===== src/rtl/dk_sprite_pkg.sv =====
// Shared constants, palette colours and the renderer state type for the
// Donkey Kong sprite renderer.
package dk_sprite_pkg;

  localparam int SPR_W = 64;
  localparam int SPR_H = 32;
  localparam int H_VIS = 640;
  localparam int V_VIS = 480;

  localparam logic [23:0] PAL_FUR  = 24'h8B3A0E;
  localparam logic [23:0] PAL_SKIN = 24'hF0B070;
  localparam logic [23:0] PAL_EYE  = 24'hFFFFFF;

  typedef enum logic {
    ST_IDLE   = 1'b0,
    ST_ACTIVE = 1'b1
  } state_e;

  function automatic logic [5:0] mirror_col(input logic [5:0] col, input logic facing);
    logic [5:0] res;
    if (facing) begin
      res = 6'(SPR_W - 1) - col;
    end else begin
      res = col;
    end
    return res;
  endfunction

endpackage


===== src/rtl/dk_palette.sv =====
// Maps a 3-bit sprite palette index to 24-bit RGB and an opacity flag.
module dk_palette
  import dk_sprite_pkg::*;
(
  input  logic [2:0]  idx_i,
  output logic [23:0] rgb_o,
  output logic        opaque_o
);

  always_comb begin
    rgb_o    = 24'h000000;
    opaque_o = 1'b0;
    case (idx_i)
      3'd1: begin
        rgb_o    = PAL_FUR;
        opaque_o = 1'b1;
      end
      3'd2: begin
        rgb_o    = PAL_SKIN;
        opaque_o = 1'b1;
      end
      3'd3: begin
        rgb_o    = PAL_EYE;
        opaque_o = 1'b1;
      end
      default: begin
        rgb_o    = 24'h000000;
        opaque_o = 1'b0;
      end
    endcase
  end

endmodule


===== src/rtl/dk_sprite_renderer.sv =====
// Two-stage sprite renderer: stage 1 computes hit and sprite-memory address,
// stage 2 turns the returned palette index into a registered RGB pixel.
module dk_sprite_renderer
  import dk_sprite_pkg::*;
(
  input  logic        clk,
  input  logic        rst_n,
  input  logic [9:0]  hcount,
  input  logic [9:0]  vcount,
  input  logic        video_on,
  input  logic        frame_start,
  input  logic [9:0]  pos_x,
  input  logic [9:0]  pos_y,
  input  logic        facing_left,
  input  logic        enable,
  output logic [9:0]  horz,
  output logic [9:0]  vert,
  input  logic [2:0]  draw_dk,
  output logic        pix_opaque,
  output logic [23:0] rgb
);

  state_e      state_q, state_d;
  logic [9:0]  sh_x_q, sh_x_d;
  logic [9:0]  sh_y_q, sh_y_d;
  logic        sh_f_q, sh_f_d;
  logic        sh_en_q, sh_en_d;
  logic        hit_q, hit_d;
  logic [5:0]  horz_q, horz_d;
  logic [4:0]  vert_q, vert_d;
  logic        pix_q, pix_d;
  logic [23:0] rgb_q, rgb_d;

  logic [10:0] dx_s, dy_s;
  logic        in_x_s, in_y_s;
  logic [23:0] pal_rgb_s;
  logic        pal_opaque_s;

  dk_palette u_palette (
    .idx_i    (draw_dk),
    .rgb_o    (pal_rgb_s),
    .opaque_o (pal_opaque_s)
  );

  // 11-bit differences: a pixel left of / above the sprite wraps to >= 1024 and never hits
  assign dx_s   = {1'b0, hcount} - {1'b0, sh_x_q};
  assign dy_s   = {1'b0, vcount} - {1'b0, sh_y_q};
  assign in_x_s = (dx_s < 11'(SPR_W));
  assign in_y_s = (dy_s < 11'(SPR_H));

  always_comb begin
    state_d = state_q;
    sh_x_d  = sh_x_q;
    sh_y_d  = sh_y_q;
    sh_f_d  = sh_f_q;
    sh_en_d = sh_en_q;
    hit_d   = 1'b0;
    horz_d  = 6'd0;
    vert_d  = 5'd0;
    pix_d   = 1'b0;
    rgb_d   = 24'h000000;

    if (state_q == ST_ACTIVE) begin
      hit_d = video_on & sh_en_q & in_x_s & in_y_s;
    end else begin
      hit_d = 1'b0;
    end

    if (hit_d) begin
      horz_d = mirror_col(dx_s[5:0], sh_f_q);
      vert_d = dy_s[4:0];
    end else begin
      horz_d = 6'd0;
      vert_d = 5'd0;
    end

    pix_d = hit_q & pal_opaque_s;
    if (pix_d) begin
      rgb_d = pal_rgb_s;
    end else begin
      rgb_d = 24'h000000;
    end

    // Stage 1 above used the old shadow values; new ones apply from the next cycle
    if (frame_start) begin
      state_d = ST_ACTIVE;
      sh_x_d  = pos_x;
      sh_y_d  = pos_y;
      sh_f_d  = facing_left;
      sh_en_d = enable;
    end else begin
      state_d = state_q;
    end
  end

  always_ff @(posedge clk) begin
    if (!rst_n) begin
      state_q <= ST_IDLE;
      sh_x_q  <= 10'd0;
      sh_y_q  <= 10'd0;
      sh_f_q  <= 1'b0;
      sh_en_q <= 1'b0;
      hit_q   <= 1'b0;
      horz_q  <= 6'd0;
      vert_q  <= 5'd0;
      pix_q   <= 1'b0;
      rgb_q   <= 24'h000000;
    end else begin
      state_q <= state_d;
      sh_x_q  <= sh_x_d;
      sh_y_q  <= sh_y_d;
      sh_f_q  <= sh_f_d;
      sh_en_q <= sh_en_d;
      hit_q   <= hit_d;
      horz_q  <= horz_d;
      vert_q  <= vert_d;
      pix_q   <= pix_d;
      rgb_q   <= rgb_d;
    end
  end

  assign horz       = {4'd0, horz_q};
  assign vert       = {5'd0, vert_q};
  assign pix_opaque = pix_q;
  assign rgb        = rgb_q;

endmodule

===== config.mk =====
export PLATFORM = sky130hd
export DESIGN_NAME = dk_sprite_renderer
export DESIGN_NICKNAME = d
export VERILOG_FILES = /design/src/rtl/dk_sprite_pkg.sv /design/src/rtl/dk_palette.sv /design/src/rtl/dk_sprite_renderer.sv
export SDC_FILE = /design/constraint.sdc
export NUM_CORES = 1
export LEC_CHECK = 0
export ABC_AREA = 1
export CAP_MARGIN = 20
export CORE_MARGIN = 2
export CORE_UTILIZATION = 41
export DETAILED_ROUTE_END_ITERATION = 10
export GPL_TIMING_DRIVEN = 0
export HOLD_SLACK_MARGIN = 0.06
export PLACE_DENSITY = 0.77
export REMOVE_ABC_BUFFERS = 1
export SLEW_MARGIN = 20
export SYNTH_ARGS = -nofsm -noshare
export SYNTH_HDL_FRONTEND = slang
export SYNTH_SLANG_ARGS = --single-unit

===== constraint.sdc =====
create_clock -name clk -period 1.78 [get_ports clk]
set_input_delay 0.267 -clock clk [delete_from_list [all_inputs] [get_ports clk]]
set_output_delay 0.267 -clock clk [all_outputs]
set_load 0.02 [all_outputs]

# Word level (Yosys, flattened, before mapping)
# Index checks and enable logic that the tools add are counted.
dict set report classes {
  magnitude_cmp 2
  bitwise 4
  eq_ne 3
  n_reduce_logical 3
  addsub 3
  n_mux 4
}
# cell n
set ops {}
lappend ops {{one-hot mux 24 bit (3 select lines)} 1}
lappend ops {{subtractor 10 x 10 -> 11 bit} 2}
lappend ops {{< comparator 11 x 6 -> 1 bit (second input constant)} 1}
lappend ops {{< comparator 11 x 7 -> 1 bit (second input constant)} 1}
lappend ops {{== test 3 x 2 -> 1 bit (second input constant)} 2}
lappend ops {{2-to-1 mux 6 bit} 1}
lappend ops {{subtractor 6 bit (first input constant)} 1}
lappend ops {{AND 1 bit} 4}
lappend ops {{AND reduction 2 bit} 2}
lappend ops {{== test 3 x 1 -> 1 bit (second input constant)} 1}
lappend ops {{OR reduction 3 bit} 1}
lappend ops {{2-to-1 mux 1 bit} 2}
dict set report word_totals {
  output_inout_bits 45
  inputBits 49
  word_cells 29
  ff_bits 60
}

# Logic depth before layout (Yosys ltp)
# Gate-level depths: netlist of the first run.
dict set report depth {
  ltp_word 6
  mapped_depth 15
  depth_no_buf 14
}

# Cells and area by module
# Synthesis of the first run repeated with hierarchy kept, for this count alone.
dict set report hier_totals {
  hier_cells 442
  area_unflattened_um2 3236.9
}
# module n_inst seq_area_each_um2 cells_per_inst area_each_um2
set modules_own_cells {}
lappend modules_own_cells {dk_sprite_renderer 1 1201.2 413 3045.4}
lappend modules_own_cells {dk_palette 1 0.0 29 191.4}

# Worst setup path after synthesis of the first run
# No wires, ideal clock.
dict set report synth_timing {
  path_type {input -> register}
  startpoint {input port hcount[0]}
  endpoint {register vert_q[0]}
  setup_ns 0.062
  path_buffers 1
  slack_ns -0.092
  t_required_ns 1.718
  stages 15
  t_arrival_ns 1.810
  path_cell_list {inv_1 ha_1 fa_1 inv_1 nand3_1 nand2_2 nand2_1 nand2_1 nand2_1 nand2_1 nand3_1 nor2_1 nand3_2 buf_6 nor2_2}
}
dict set report synth_via {
  elab_chain_len 6
}
# element line
set synth_lines {}
lappend synth_lines {{start, declared} dk_sprite_renderer.sv:8} ;# input logic [9:0] hcount,
lappend synth_lines {{subtractor 10 x 10 -> 11 bit} dk_sprite_renderer.sv:46} ;# assign dx_s = {1'b0, hcount} - {1'b0, sh_x_q};
lappend synth_lines {{< comparator 11 x 7 -> 1 bit} dk_sprite_renderer.sv:48} ;# assign in_x_s = (dx_s < 11'(SPR_W));
lappend synth_lines {{AND 1 bit (2 in series)} dk_sprite_renderer.sv:64} ;# hit_d = video_on & sh_en_q & in_x_s & in_y_s;
lappend synth_lines {{2-to-1 mux 1 bit} dk_sprite_renderer.sv:63} ;# if (state_q == ST_ACTIVE) begin
lappend synth_lines {{AND reduction 2 bit (no source line)} -}
lappend synth_lines {{end signal, assigned} dk_sprite_renderer.sv:116} ;# vert_q <= vert_d;
lappend synth_lines {{end, declared} dk_sprite_renderer.sv:30} ;# logic [4:0] vert_q, vert_d;
# No other way between the ends.
# A chain may end at the register's enable or synchronous reset.

# Worst setup path after layout of the first run
dict set report layout_timing {
  startpoint {register sh_x_q[0]}
  endpoint {register horz_q[4]}
}
dict set report layout_via {
  elab_chain_len 6
  elab_cells_between_ends 8
  cone_classes {add/sub: 2; order compare: 1; mux: 2; bitwise: 2; reduce/logical: 1}
}
# element line
set layout_lines {}
lappend layout_lines {{start, declared} dk_sprite_renderer.sv:24} ;# logic [9:0] sh_x_q, sh_x_d;
lappend layout_lines {{start signal, assigned} dk_sprite_renderer.sv:99} ;# sh_x_q <= 10'd0;
lappend layout_lines {{start signal, assigned} dk_sprite_renderer.sv:110} ;# sh_x_q <= sh_x_d;
lappend layout_lines {{subtractor 10 x 10 -> 11 bit (*)} dk_sprite_renderer.sv:46}
lappend layout_lines {{< comparator 11 x 7 -> 1 bit} dk_sprite_renderer.sv:48}
lappend layout_lines {{AND 1 bit (2 in series)} dk_sprite_renderer.sv:64}
lappend layout_lines {{2-to-1 mux 1 bit} dk_sprite_renderer.sv:63}
lappend layout_lines {{AND reduction 2 bit (no source line)} -}
lappend layout_lines {{end signal, assigned} dk_sprite_renderer.sv:115} ;# horz_q <= horz_d;
lappend layout_lines {{end, declared} dk_sprite_renderer.sv:29} ;# logic [5:0] horz_q, horz_d;
# Every way passes the cells marked *; elsewhere a longest branch is shown, timed or not.

==> flow_metrics.py, run 1 <==
metrics = {
    "clock_tree": {
        "cts_buffer_depth": 2,
        "clkTransAtPathRegs_ns": 0.08,
        "cts.sinks": 40,
        "clk_latency_ns": 0.29,
        "htree_levels": 2,
        "cts_tree": "done",
        "cts_made_buffers": 5,
        "clock-root-buffer": "clkbuf_8",
    },
    "sta": {
        "relSlewSlack_pct": 47.4,
        "min_period_over_period_pct": 108,
        "fin_crit_ns": 1.93,
        "fmaxAchievable_mhz": 519,
        "final-max-slew-violation-count": 0,
        "setup_violations": 12,
        "rsz0062_at_grt": "yes",
        "hold_viol": 0,
        "final.setup.worst_slack_ns": -0.145,
        "whs_ns": 0.463,
        "worst_slew_pin_slew_ns": 0.790,
        "clock_skew_ns": 0.00395,
    },
    "yosys": {
        "synthFlopType": "dfxtp_1",
        "async_flop_share_pct": 0,
        "ys_ff_latch": 40,
        "syn_area_um2": 2660,
        "synth_seq_area_share_pct": 30.1,
        "synthCells": 383,
        "yosysUniqueCellTypes": 28,
        "ys_warn_count": 0,
        "postSynthAreaPerCell_um2": 6.95,
        "synth_edf_count": 0,
    },
    "floorplanning": {
        "core_region_area_um2": 6310,
        "die_y_um": 84.5,
        "start_util_pct": 42.1,
        "pin_count": 94,
        "rows": 29,
        "die_w_um": 84.5,
        "die-area_um2": 7150,
    },
    "flow_run": {
        "cap_viol_max_count": 0,
    },
    "power": {
        "p_leak_nw": 1.72,
        "swShare_pct": 29.6,
        "comb_power_share_pct": 30.3,
        "pwr-share-clk_pct": 33.3,
        "vdd_drop_max_mv": 0.541,
        "p_total_mw": 2.61,
        "seqPwrFrac_pct": 36.3,
        "p_sw_mw": 0.773,
        "power.internal_mw": 1.84,
        "power_density_nw_per_um2": 695,
    },
    "cells_and_area": {
        "layout.cells.most_common": "clkdlybuf4s50_1",
        "final_cell_mix": "clkdlybuf4s50_1, nand2_1, inv_1",
        "syn2layout_area_growth_pct": 41.2,
        "fin_nets": 526,
        "antennaDiodeCount": 0,
        "fin_area_um2": 3760,
        "stdcell_count": 532,
        "drive_above_1_share_pct": 13.6,
        "num-fill-cells": 598,
    },
    "routing": {
        "drt_iter0_markers": 93,
        "drc": 0,
        "wl_per_cell_um": 11.8,
        "postRouteAntennaNets": 0,
        "viasPerCell": 4.71,
        "drt-pass1-iter-count": 4,
        "wirelength_mm": 6.29,
        "vias": 2507,
    },
    "global_route": {
        "antenna_found_initial": 0,
        "grt_max_degree": 26,
        "grt_remaining_overflow": 0,
        "grt_pass1_vias": 2281,
        "grt_usage_pct": 17.1,
        "grt_pass1_wl_mm": 10.0,
    },
    "worst_setup_path": {
        "crit_chain": "ha_4, fa_2, inv_2, nand3_2, nand2_4, nand2_2, nand2_1, nand2_1, nand2_1, nand3_2, nor2_4, nand3_4, nor2_2",
        "worst_ep_required_time_ns": 2.01,
        "cp_slowest_cell": "dfxtp_2",
        "cp_slowest_stage_delay_ns": 0.34,
        "path_common_cell": "nand2_1",
        "critPathLaunchType": "register",
        "endpoint_kind": "register",
        "path_max_fanout": 6,
        "crit_type": "reg -> reg",
        "worstPathArrival_ns": 2.16,
    },
    "placement": {
        "place_hpwl_mm": 4.33,
        "numPortBuffers": 84,
        "place.gp.congestion": 0.846,
        "place_area_um2": 3370,
        "placedCellCount": 515,
        "dp_worst_setup_slack_ns": -0.970,
    },
    "worst_hold_path": {
        "hold_path.class": "reg -> reg",
    },
    "status": {
        "violations": "negative setup slack",
        "status": "finished, violations left",
    },
}
[cell type report]
type,count,area (µm²),share of cell area [%]
clock buffer,5,68.8,1.83
clock inverter,2,60.1,1.60
inverter,67,255,6.80
multi-input combinational,248,1570,41.7
sequential,40,803,21.4
tap,77,96.3,2.56
timing repair buffer,92,900,24.0
timing repair inverter,1,7.51,0.200
[power by group through the flow]
stage | logic (mW) | registers (mW) | clock network, mW
2_1_floorplan | 0.470 | 0.963 | 0
3_3_place_gp | 0.656 | 0.965 | 0
3_5_place_dp | 0.673 | 0.966 | 0
4_1_cts | 0.763 | 0.948 | 0.889
5_1_grt | 0.885 | 0.952 | 0.929
6_report | 0.792 | 0.948 | 0.869
[through the flow]
step	TNS (ns)	utilization [%]
detailed placement	-16.76	53.4
global route	-3.33	59.5
global placement	-15.14	53.4
CTS	-2.17	58.7
floorplan	-2.10	-
finish	-1.55	59.5
[routing by layer]
metal / routed length [µm] / up-vias / track usage [%] / part of all wire [%]
met5: 0 / - / 0 / 0
li1: - / 1296 / - / -
met3: 422 / 6 / 3.83 / 6.7
met1: 2760 / 1115 / 21.9 / 44
met2: 3060 / 90 / 29.6 / 49
met4: 51 / 0 / 3.46 / 0.81
[logic make-up (layout without fill, tap and decap cells)]
| group | Yosys count | in the layout | synth area share (%) |
|---|---|---|---|
| compound gates | 59 | 59 | 11.5 |
| xor+xnor | 13 | 13 | 4.28 |
| fa+ha+maj | 22 | 22 | 10.9 |
| buf+inv | 104 | 167 | 19.1 |
| flops | 40 | 40 | 30.1 |
| other cells | 1 | 9 | 0.141 |
| simple gates | 144 | 145 | 23.9 |
[Yosys cell counts (all sizes together) (2+ instances only)]
cell    count  share of area, %
nand2      78                11
inv        67               9.5
dfxtp      40                30
nor2       37               6.3
a21oi      32               6.0
buf        31               8.8
o21ai      23               4.3
ha         20               9.4
nand3      20               4.0
xnor2       7               2.3
clkbuf      6              0.85
xor2        6               2.0
nand4       4              0.94
nand3b      3              0.85
a21o        2              0.61
fa          2               1.5
nor3        2              0.56
[timing repair]
action / in CTS / in global routing
cloned: 2 / 0
gates resized for setup: 36 / 7
endpoints found under the setup margin: 13 / 12
pin swaps: 20 / 13
hold buffers: 0 / 0
buffers inserted: 7 / 1
[registers in the layout, indices dropped and copies added (netlist names)]
| register | flops |
|---|---|
| hit_q | 1 |
| horz_q | 6 |
| pix_opaque | 1 |
| rgb | 4 |
| sh_en_q | 1 |
| sh_f_q | 1 |
| sh_x_q | 10 |
| sh_y_q | 10 |
| state_q | 1 |
| vert_q | 5 |
[worst paths after layout]
kind	slack, ns	cells past startpoint	to	startpoint
setup / recovery	-0.15	13	horz_q[4]	sh_x_q[0]
hold / removal	0.46	1	state_q	state_q
setup reg to reg	-0.15	13	horz_q[4]	sh_x_q[0]
hold reg to reg	0.46	1	state_q	state_q
[critical path, delay by kind of cell (launching register included)]
family / cells / cell delay (ns)
flip-flops: 1 / 0.34
AND/OR/NAND/NOR: 10 / 0.93
adder cells (fa/ha/maj): 2 / 0.50
buffers and inverters: 1 / 0.08
Note: power is estimated with default switching activity, not from simulation.
==> run 2: changes to the inputs <==
--- a/config.mk
+++ b/config.mk
@@ -10,6 +10,7 @@
 export CORE_MARGIN = 2
 export CORE_UTILIZATION = 41
 export DETAILED_ROUTE_END_ITERATION = 10
+export GPL_ROUTABILITY_DRIVEN = 0
 export GPL_TIMING_DRIVEN = 0
 export HOLD_SLACK_MARGIN = 0.06
 export PLACE_DENSITY = 0.77
==> results of run 2 <==
The final DEF is identical to that of run 1; final timing and power are the same.
